### src/rtl/core_clock_ctrl_if.sv
// core_clock_ctrl_if: cpu-side bundle of core_clock_ctrl (reset request, breakpoint, core clock/reset, status)
interface core_clock_ctrl_if;
    logic        rst_req;
    logic        clkbreak;
    logic        core_clock;
    logic        core_rst;
    logic        halted;
    logic [31:0] cycle_count;
    modport master (input rst_req, clkbreak, output core_clock, core_rst, halted, cycle_count);
    modport slave (output rst_req, clkbreak, input core_clock, core_rst, halted, cycle_count);
endinterface

### src/rtl/core_clock_ctrl.sv
// core_clock_ctrl: core clock/reset sequencer (reset stretch, run/halt/step, breakpoint); cycle counter via CORE_CLOCK_CTRL_CYCLE_COUNT_EN
module core_clock_ctrl #(
    parameter int DIV_LOG2        = 1,
    parameter int PWR_RST_BITS    = 25,
    parameter int DEBOUNCE_CYCLES = 500000
) (
    input  logic clk50,
    input  logic rst_n,
    input  logic run_sw,
    input  logic step_key_n,
    input  logic key_rst_n,
    core_clock_ctrl_if.master bus
);
    typedef enum logic [2:0] {RESET, RUN, HALT, STEP_HI, STEP_LO} state_t;
    localparam int DW = $clog2(DEBOUNCE_CYCLES + 1);
    localparam logic [DW-1:0] DEB_LAST = DW'(DEBOUNCE_CYCLES - 1);
    localparam logic [DW-1:0] DEB_ONE = DW'(1);
    localparam logic [PWR_RST_BITS:0] RST_ONE = (PWR_RST_BITS + 1)'(1);
    localparam logic [DIV_LOG2-1:0] PRE_ONE = DIV_LOG2'(1);
    state_t state_q, state_d;
    logic [1:0] run_sync_q, run_sync_d, step_sync_q, step_sync_d, key_sync_q, key_sync_d;
    logic run_prev_q, run_prev_d, step_prev_q, step_prev_d, db_q, db_d, first_q, first_d;
    logic brk_q, brk_d, core_clock_q, core_clock_d, core_rst_q, core_rst_d, halted;
    logic [DW-1:0] stab_q, stab_d;
    logic [PWR_RST_BITS:0] rst_cnt_q, rst_cnt_d;
    logic [DIV_LOG2-1:0] presc_q, presc_d;
    logic step_chg, step_pulse, run_rise, rst_clr, tc, halt_exit;
    assign step_chg   = step_sync_q[1] != step_prev_q;
    assign step_pulse = db_q & ~db_d;
    assign run_rise   = run_sync_q[1] & ~run_prev_q;
    assign rst_clr    = ~key_sync_q[1] | bus.rst_req | first_q;
    assign tc         = &presc_q;
    assign halt_exit  = state_q == HALT && state_d != HALT;
    // synchronizers, step debounce and reset stretch counter
    always_comb begin
        run_sync_d  = {run_sync_q[0], run_sw};
        step_sync_d = {step_sync_q[0], step_key_n};
        key_sync_d  = {key_sync_q[0], key_rst_n};
        run_prev_d  = run_sync_q[1];
        step_prev_d = step_sync_q[1];
        stab_d      = step_chg ? '0 : (stab_q == DEB_LAST) ? stab_q : stab_q + DEB_ONE;
        db_d        = (!step_chg && stab_q == DEB_LAST) ? step_prev_q : db_q;
        first_d     = 1'b0;
        rst_cnt_d   = rst_clr ? '0 : rst_cnt_q[PWR_RST_BITS] ? rst_cnt_q : rst_cnt_q + RST_ONE;
        core_rst_d  = ~rst_cnt_d[PWR_RST_BITS];
    end
    // breakpoint latch: ignored in reset, held until HALT is left
    always_comb begin
        brk_d = (core_rst_q || halt_exit) ? 1'b0 : brk_q | bus.clkbreak;
    end
    // datapath registers
    always_ff @(posedge clk50 or negedge rst_n) begin
        if (!rst_n) begin
            run_sync_q   <= 2'b00;
            step_sync_q  <= 2'b11;
            key_sync_q   <= 2'b11;
            run_prev_q   <= 1'b0;
            step_prev_q  <= 1'b1;
            stab_q       <= '0;
            db_q         <= 1'b1;
            first_q      <= 1'b1;
            rst_cnt_q    <= '0;
            core_rst_q   <= 1'b1;
            brk_q        <= 1'b0;
            core_clock_q <= 1'b0;
            presc_q      <= '0;
        end else begin
            run_sync_q   <= run_sync_d;
            step_sync_q  <= step_sync_d;
            key_sync_q   <= key_sync_d;
            run_prev_q   <= run_prev_d;
            step_prev_q  <= step_prev_d;
            stab_q       <= stab_d;
            db_q         <= db_d;
            first_q      <= first_d;
            rst_cnt_q    <= rst_cnt_d;
            core_rst_q   <= core_rst_d;
            brk_q        <= brk_d;
            core_clock_q <= core_clock_d;
            presc_q      <= presc_d;
        end
    end
    // FSM state register
    always_ff @(posedge clk50 or negedge rst_n) begin
        if (!rst_n) state_q <= RESET;
        else state_q <= state_d;
    end
    // FSM next state: reset wins, clock only stops at a would-be rising edge
    always_comb begin
        state_d = state_q;
        case (state_q)
            RESET:   if (!core_rst_q) state_d = run_sync_q[1] ? RUN : HALT;
            RUN:     if (tc && !core_clock_q && (brk_q || bus.clkbreak || !run_sync_q[1])) state_d = HALT;
            HALT:    state_d = step_pulse ? STEP_HI : run_rise ? RUN : HALT;
            STEP_HI: if (tc) state_d = STEP_LO;
            STEP_LO: if (tc) state_d = HALT;
            default: state_d = RESET;
        endcase
        if (core_rst_d) state_d = RESET;
    end
    // FSM outputs: prescaler restarts on every state change, core clock follows the state
    always_comb begin
        presc_d      = (state_d != state_q || !(state_q inside {RUN, STEP_HI, STEP_LO})) ? '0 : presc_q + PRE_ONE;
        core_clock_d = (state_d == STEP_HI) ? 1'b1 : (state_d == RUN && state_q == RUN) ? core_clock_q ^ tc : 1'b0;
        halted       = state_q == HALT;
    end
    assign bus.core_clock = core_clock_q;
    assign bus.core_rst   = core_rst_q;
    assign bus.halted     = halted;
`ifdef CORE_CLOCK_CTRL_CYCLE_COUNT_EN
    logic [31:0] cyc_q, cyc_d;
    // core clock rising-edge counter, cleared by core reset
    always_comb begin
        cyc_d = core_rst_d ? 32'h0 : (core_clock_d & ~core_clock_q) ? cyc_q + 32'h1 : cyc_q;
    end
    // cycle counter register
    always_ff @(posedge clk50 or negedge rst_n) begin
        if (!rst_n) cyc_q <= 32'h0;
        else cyc_q <= cyc_d;
    end
    assign bus.cycle_count = cyc_q;
`else
    assign bus.cycle_count = 32'h0;
`endif
endmodule

### src/flat_wrapper.sv
// flat-port wrapper written by rule: the top's interface ports become plain ports
module core_clock_ctrl_flat 
#(
    parameter int DIV_LOG2        = 1,
    parameter int PWR_RST_BITS    = 25,
    parameter int DEBOUNCE_CYCLES = 500000
)
  (clk50, rst_n, run_sw, step_key_n, key_rst_n, bus_rst_req, bus_clkbreak, bus_core_clock, bus_core_rst, bus_halted, bus_cycle_count);
  core_clock_ctrl_if bus_i ();
  input  logic clk50;
  input  logic rst_n;
  input  logic run_sw;
  input  logic step_key_n;
  input  logic key_rst_n;
  input wire logic [$bits(bus_i.rst_req)-1:0] bus_rst_req;
  input wire logic [$bits(bus_i.clkbreak)-1:0] bus_clkbreak;
  output wire logic [$bits(bus_i.core_clock)-1:0] bus_core_clock;
  output wire logic [$bits(bus_i.core_rst)-1:0] bus_core_rst;
  output wire logic [$bits(bus_i.halted)-1:0] bus_halted;
  output wire logic [$bits(bus_i.cycle_count)-1:0] bus_cycle_count;
  assign bus_i.rst_req = bus_rst_req;
  assign bus_i.clkbreak = bus_clkbreak;
  assign bus_core_clock = bus_i.core_clock;
  assign bus_core_rst = bus_i.core_rst;
  assign bus_halted = bus_i.halted;
  assign bus_cycle_count = bus_i.cycle_count;
  core_clock_ctrl #(.DIV_LOG2(DIV_LOG2), .PWR_RST_BITS(PWR_RST_BITS), .DEBOUNCE_CYCLES(DEBOUNCE_CYCLES)) u_core (.clk50(clk50), .rst_n(rst_n), .run_sw(run_sw), .step_key_n(step_key_n), .key_rst_n(key_rst_n), .bus(bus_i));
endmodule
### config.mk
export PLATFORM = sky130hd
export DESIGN_NAME = core_clock_ctrl_flat
export DESIGN_NICKNAME = d
export VERILOG_FILES = /design/src/rtl/core_clock_ctrl_if.sv /design/src/rtl/core_clock_ctrl.sv /design/src/flat_wrapper.sv
export SDC_FILE = /design/constraint.sdc
export NUM_CORES = 1
export LEC_CHECK = 0
export BUFFER_PORTS_ARGS = -buffer_cell sky130_fd_sc_hd__buf_2
export CAP_MARGIN = 20
export CORE_UTILIZATION = 62
export CTS_CLUSTER_SIZE = 25
export DETAILED_ROUTE_END_ITERATION = 10
export GPL_TIMING_DRIVEN = 1
export HOLD_SLACK_MARGIN = 0.08
export PLACE_DENSITY = 0.83
export SYNTH_ARGS = -nofsm -noshare
export SYNTH_HDL_FRONTEND = slang
export SYNTH_SLANG_ARGS = --single-unit
### constraint.sdc
create_clock -name clk50 -period 4.4 [get_ports clk50]
set_input_delay 0.88 -clock clk50 [delete_from_list [all_inputs] [get_ports clk50]]
set_output_delay 0.88 -clock clk50 [all_outputs]
set_load 0.02 [all_outputs]
---- Yosys cells after proc, flatten, opt, wreduce, memory -nomap -nowiden ----
Cells that the tools add are included.
word-level totals
  flip-flop bits (word level) ............. 62
  input port bits ......................... 7
  output and inout port bits .............. 35
  word-level logic and storage cells ...... 73
operators by class
  $add $sub $neg .......................... 3
  eq/ne operators ......................... 12
  muxes and demuxes ....................... 18
  bitwise gates (word level) .............. 10
  reductions and logical operators ........ 15
operators with widths
  cell                   count
  $mux 26                2
  $mux 19                2
  $add 26x1->26 const B  1
  $add 19x1->19 const B  1
  $eq 19x19->1 const B   1
  $mux 3                 6
  $pmux 3 s5             1
  $eq 3x2->1 const B     3
  $eq 3x1->1 const B     2
  $logic_and 1x1->1      5
  $mux 1                 5
  $logic_not 1->1        4
  $logic_or 1x1->1       4
  $mux 2                 2
  $not 1->1              4
  $eq 3x3->1 const B     1
  $logic_not 3->1        1
  $ne 3x2->1 const B     1
  $ne 3x3->1             1
  $or 1x1->1             3
  $reduce_bool 3->1      1
  $and 1x1->1            2
  $ne 2x1->1 const B     1
  $ne 2x2->1 const B     1
  3 further kinds        3

---- Longest topological paths before layout ----
  word-level depth ........................ 13
  gate-level depth with buffers ........... 6
  depth with buffers taken out ............ 6

---- Worst setup path after synthesis ----
OpenSTA, ideal clock, no wires.
  kind .................................... input port to flip-flop
  start point ............................. input port bus_rst_req
  end point ............................... register u_core.brk_q
  setup time .............................. 0.104 ns
  arrival time ............................ 2.141 ns
  data required time ...................... 4.296 ns
  path slack .............................. 2.155 ns
  cell stages on the path ................. 6
  path buffers ............................ 1
  cells stage by stage .................... or3b_1 -> clkbuf_1 -> o21bai_1 -> a21oi_4 -> o21ai_2 -> o41ai_2
on the way
  cells in the longest elaborated chain, start to end .. 8
ends and longest elaborated chain
  element                  line                   text
  start: declaration       flat_wrapper.sv:15     input wire logic [$bits(bus_i.rst_req)-1:0] bus_rst_req;
  $or 1x1->1 (2 in a row)  core_clock_ctrl.sv:31  assign rst_clr = ~key_sync_q[1] | bus.rst_req | first_q;
  $mux 26                  core_clock_ctrl.sv:44  rst_cnt_d = rst_clr ? '0 : rst_cnt_q[PWR_RST_BITS] ? rst_cnt_q : rst_cnt_q + RST_ONE;
  $mux 3                   core_clock_ctrl.sv:99  if (core_rst_d) state_d = RESET;
  $ne 3x2->1               core_clock_ctrl.sv:33  assign halt_exit = state_q == HALT && state_d != HALT;
  $logic_and 1x1->1        core_clock_ctrl.sv:33
  $logic_or 1x1->1         core_clock_ctrl.sv:49  brk_d = (core_rst_q || halt_exit) ? 1'b0 : brk_q | bus.clkbreak;
  $mux 1                   core_clock_ctrl.sv:49
  via u_core.brk_d         core_clock_ctrl.sv:23  logic brk_q, brk_d, core_clock_q, core_clock_d, core_rst_q, core_rst_d, halted;
  end signal: assignment   core_clock_ctrl.sv:78  brk_q <= brk_d;
  end: declaration         core_clock_ctrl.sv:23
The timed path passes the listed nets, and every way through them passes these cells.
A chain may end at the register's enable or synchronous reset.

---- Worst setup path in the final report ----
  start point ............................. register u_core.state_q[2]
  end point ............................... output port bus_halted
on the way
  cells in the longest elaborated chain, start to end .. 1
ends and longest elaborated chain
  element                   line                    text
  start: declaration        core_clock_ctrl.sv:20   state_t state_q, state_d;
  start signal: assignment  core_clock_ctrl.sv:86   else state_q <= state_d;
  $eq 3x2->1                core_clock_ctrl.sv:105  halted = state_q == HALT;
  end: declaration          flat_wrapper.sv:19      output wire logic [$bits(bus_i.halted)-1:0] bus_halted;
Every way passes these cells.

==> qor.yml <==
timing:
  rsz0062_at_grt: "false"
  max_slew_margin_pct: 39.7
  slew_violations: 0
  worst_slew_pin_slew_ns: 0.905
  fmax_mhz: 417
  setup_viol: 0
  finalHoldViolCount: 0
  fin_setup_tns_ns: 0
  setup_ws_ns: 2.00
  period_needed_ns: 2.40
  skew_ns: 0.00694
  layout_worst_path_cycle_share_pct: 54.5
layout:
  stdcell_area_mm2: 0.00351
  fin_cells: 428
  nets: 363
  area_growth_syn_to_layout_pct: 7.17
  num_antenna_cells: 0
  layout-drive-gt1-share_pct: 13.1
critical_path:
  critPathMaxStageDelay_ns: 0.50
  worstPathRequired_ns: 3.52
  rr_startpoint: "u_core.key_sync_q[1]"
  startpoint: "u_core.state_q[2]"
  worstPathArrival_ns: 1.52
  cp.depth: 2
  path_class: "register to output port"
  r2r_slack_ns: 2.37
  worstReg2RegEnd: "u_core.brk_q"
  cp-end-kind: "output port"
  start_kind: "register"
  slowest_stage: "dfrtp_1"
  cp_max_fo: 10
  r2r_cells: 6
  cp_top_family: "flip-flops"
  path_buf_inv: 1
  worstPathCellList: "nor3b_1 > buf_2"
hold_path:
  holdPathEnd: "u_core.run_sync_q[1]"
  hold_class: "register to register"
  hold_depth: 0
  hp-start: "u_core.run_sync_q[0]"
clock_tree:
  cts_buffers: 9
  path_clk_slew_ns: 0.07
  htree_levels: 3
  cts.sinks: 62
  post_cts_resized: 0
  cts_tree: "yes"
  ctsHoldBuffers: 0
  clk_latency_ns: 0.34
  clockBufferDepth: 2
  cts_setup_buffers: 0
  cts-root-buf: "clkbuf_8"
logic_synthesis:
  syn_inst: 338
  yosysWarningCount: 0
  synth-seq-cells: 62
  postSynthAreaPerCell_um2: 9.70
  seq_area_frac_synth_pct: 47.6
  synth_cell_type_count: 46
  synth_area_mm2: 0.00328
detailed_routing:
  wl_per_cell_um: 13.0
  drc: 0
  firstDrtPassIters: 6
  drtIter0Drc: 96
  via_per_inst: 5.45
  vias: 2333
  routed_wl_mm: 5.55
  drtAntennaViolNets: 0
place:
  placedCellCount: 412
  io_buffer_count: 9
  post_dp_cell_area_mm2: 0.00328
  gp_congestion: 0.803
  dp_hpwl_mm: 3.76
  dp_slack_ns: 1.87
pwr:
  ir_drop_mv: 0.245
  powerDensity_mw_per_mm2: 350
  p_leak_nw: 1.54
  p_total_mw: 1.23
global_route:
  grt_overflow: 0
  grt_busiest_layer: "met2"
  antenna_found_initial: 0
  first_global_vias: 2143
  grt_pass1_wl_mm: 9.40
  grt_max_degree: 44
  use_met1_pct: 28.5
  grtUsageTotal_pct: 22.6
  use_met2_pct: 37.3
  use_met3_pct: 6.02
die:
  die_y_um: 74.7
  initial_core_util_pct: 64.2
  fp.dieArea_mm2: 0.00558
  core_mm2: 0.00511
  io_pins: 42
  fp.dieW_um: 74.7
  rows: 26
status:
  outcome: "completed"
run:
  max-cap-violations: 0
==> area by class of cell <==
type / instances / area, um2
Fill cell: 401 / 1590
Tap cell: 70 / 87.6
Multi-Input combinational cell: 264 / 1550
Clock inverter: 3 / 65.1
Timing Repair Buffer: 12 / 67.6
Clock buffer: 13 / 169
Inverter: 4 / 15.0
Sequential cell: 62 / 1560
==> Yosys cell counts (all sizes together) <==
master	n	area [um2]
xor2	28	245
nor2b	3	18.8
nor3	8	40.0
inv	4	15.0
nor2	52	195
a21oi	12	71.3
o21bai	3	22.5
nand2b	1	6.26
a21boi	2	15.0
nand3	23	115
or3	7	45.1
nand2	21	78.8
nor4	3	33.8
or2	3	18.8
mux2i	2	20.0
and2	2	12.5
nor3b	4	30.0
clkbuf	7	26.3
o41ai	1	16.3
and3b	1	8.76
nand3b	2	15.0
nand4b	1	8.76
ha	3	37.5
o2111ai	1	8.76
dfrtp	54	1350
o31ai	2	15.0
or3b	4	35.0
buf	33	248
a41oi	1	8.76
nor4b	2	17.5
conb	1	3.75
dfstp	8	210
xnor2	8	70.1
and3	6	37.5
and4	5	45.0
a31oi	5	31.3
o21ai	9	48.8
nand4	6	52.6
==> cells in the final DEF, fill, tap and decap left out, types with 8 or more instances in the layout <==
cell type and n:
a21oi_1 11, buf_2 9, clkbuf_8 12, conb_1 33, dfrtp_1 54, dfstp_2 8, nand2_1 21, nand3_1 23
nor2_1 52, nor3_1 8, o21ai_0 8, xnor2_1 8, xor2_1 28
==> worst max path at each step <==
stage	to	slack [ns]
final	bus_halted	2.00
after global routing	bus_halted	1.93
after CTS	bus_halted	2.00
after detailed placement	u_core.brk_q	1.87
after global placement	u_core.brk_q	1.93
after floorplan	u_core.brk_q	2.16
==> state kept, by name, summed over array words and instances (netlist names) <==
| name | flops |
|---|---|
| u_core.step_prev_q | 1 |
| u_core.first_q | 1 |
| u_core.step_sync_q | 2 |
| u_core.run_sync_q | 2 |
| u_core.presc_q | 1 |
| u_core.run_prev_q | 1 |
| u_core.brk_q | 1 |
| u_core.db_q | 1 |
| u_core.rst_cnt_q | 26 |
| u_core.state_q | 3 |
| u_core.bus.core_rst | 1 |
| u_core.bus.core_clock | 1 |
| u_core.stab_q | 19 |
| u_core.key_sync_q | 2 |
==> logic make-up after synthesis <==
family	synth area share, %
other	0.114
AND/OR/NAND/NOR	24.8
multiplexers	0.610
adder cells (fa/ha/maj)	1.14
XOR/XNOR	9.61
AO/OA/AOI/OAI	7.25
flip-flops	47.6
buffers and inverters	8.81
==> per-layer routing <==
metal / vias to the layer above / share of wire (%)
met1: 1148 / 46
li1: 1125 / -
met5: - / 0
met2: 49 / 49
met4: 0 / 1.6
met3: 11 / 3.5
==> metrics by stage <==
step                      hold WS [ns]  utilization, %
final                            0.352            68.8
after global routing             0.362            68.8
after CTS                        0.352            68.8
after detailed placement         0.337            64.2
after global placement           0.333            64.2
after floorplan                  0.331               -
==> power breakdown <==
| part | internal, mW | total (mW) | switching [mW] | leakage [nW] |
|---|---|---|---|---|
| logic | 0.0113 | 0.0607 | 0.0495 | 0.596 |
| registers | 0.581 | 0.590 | 0.00830 | 0.829 |
| clock network | 0.365 | 0.579 | 0.214 | 0.120 |
Power figures use the tool's default switching activity.
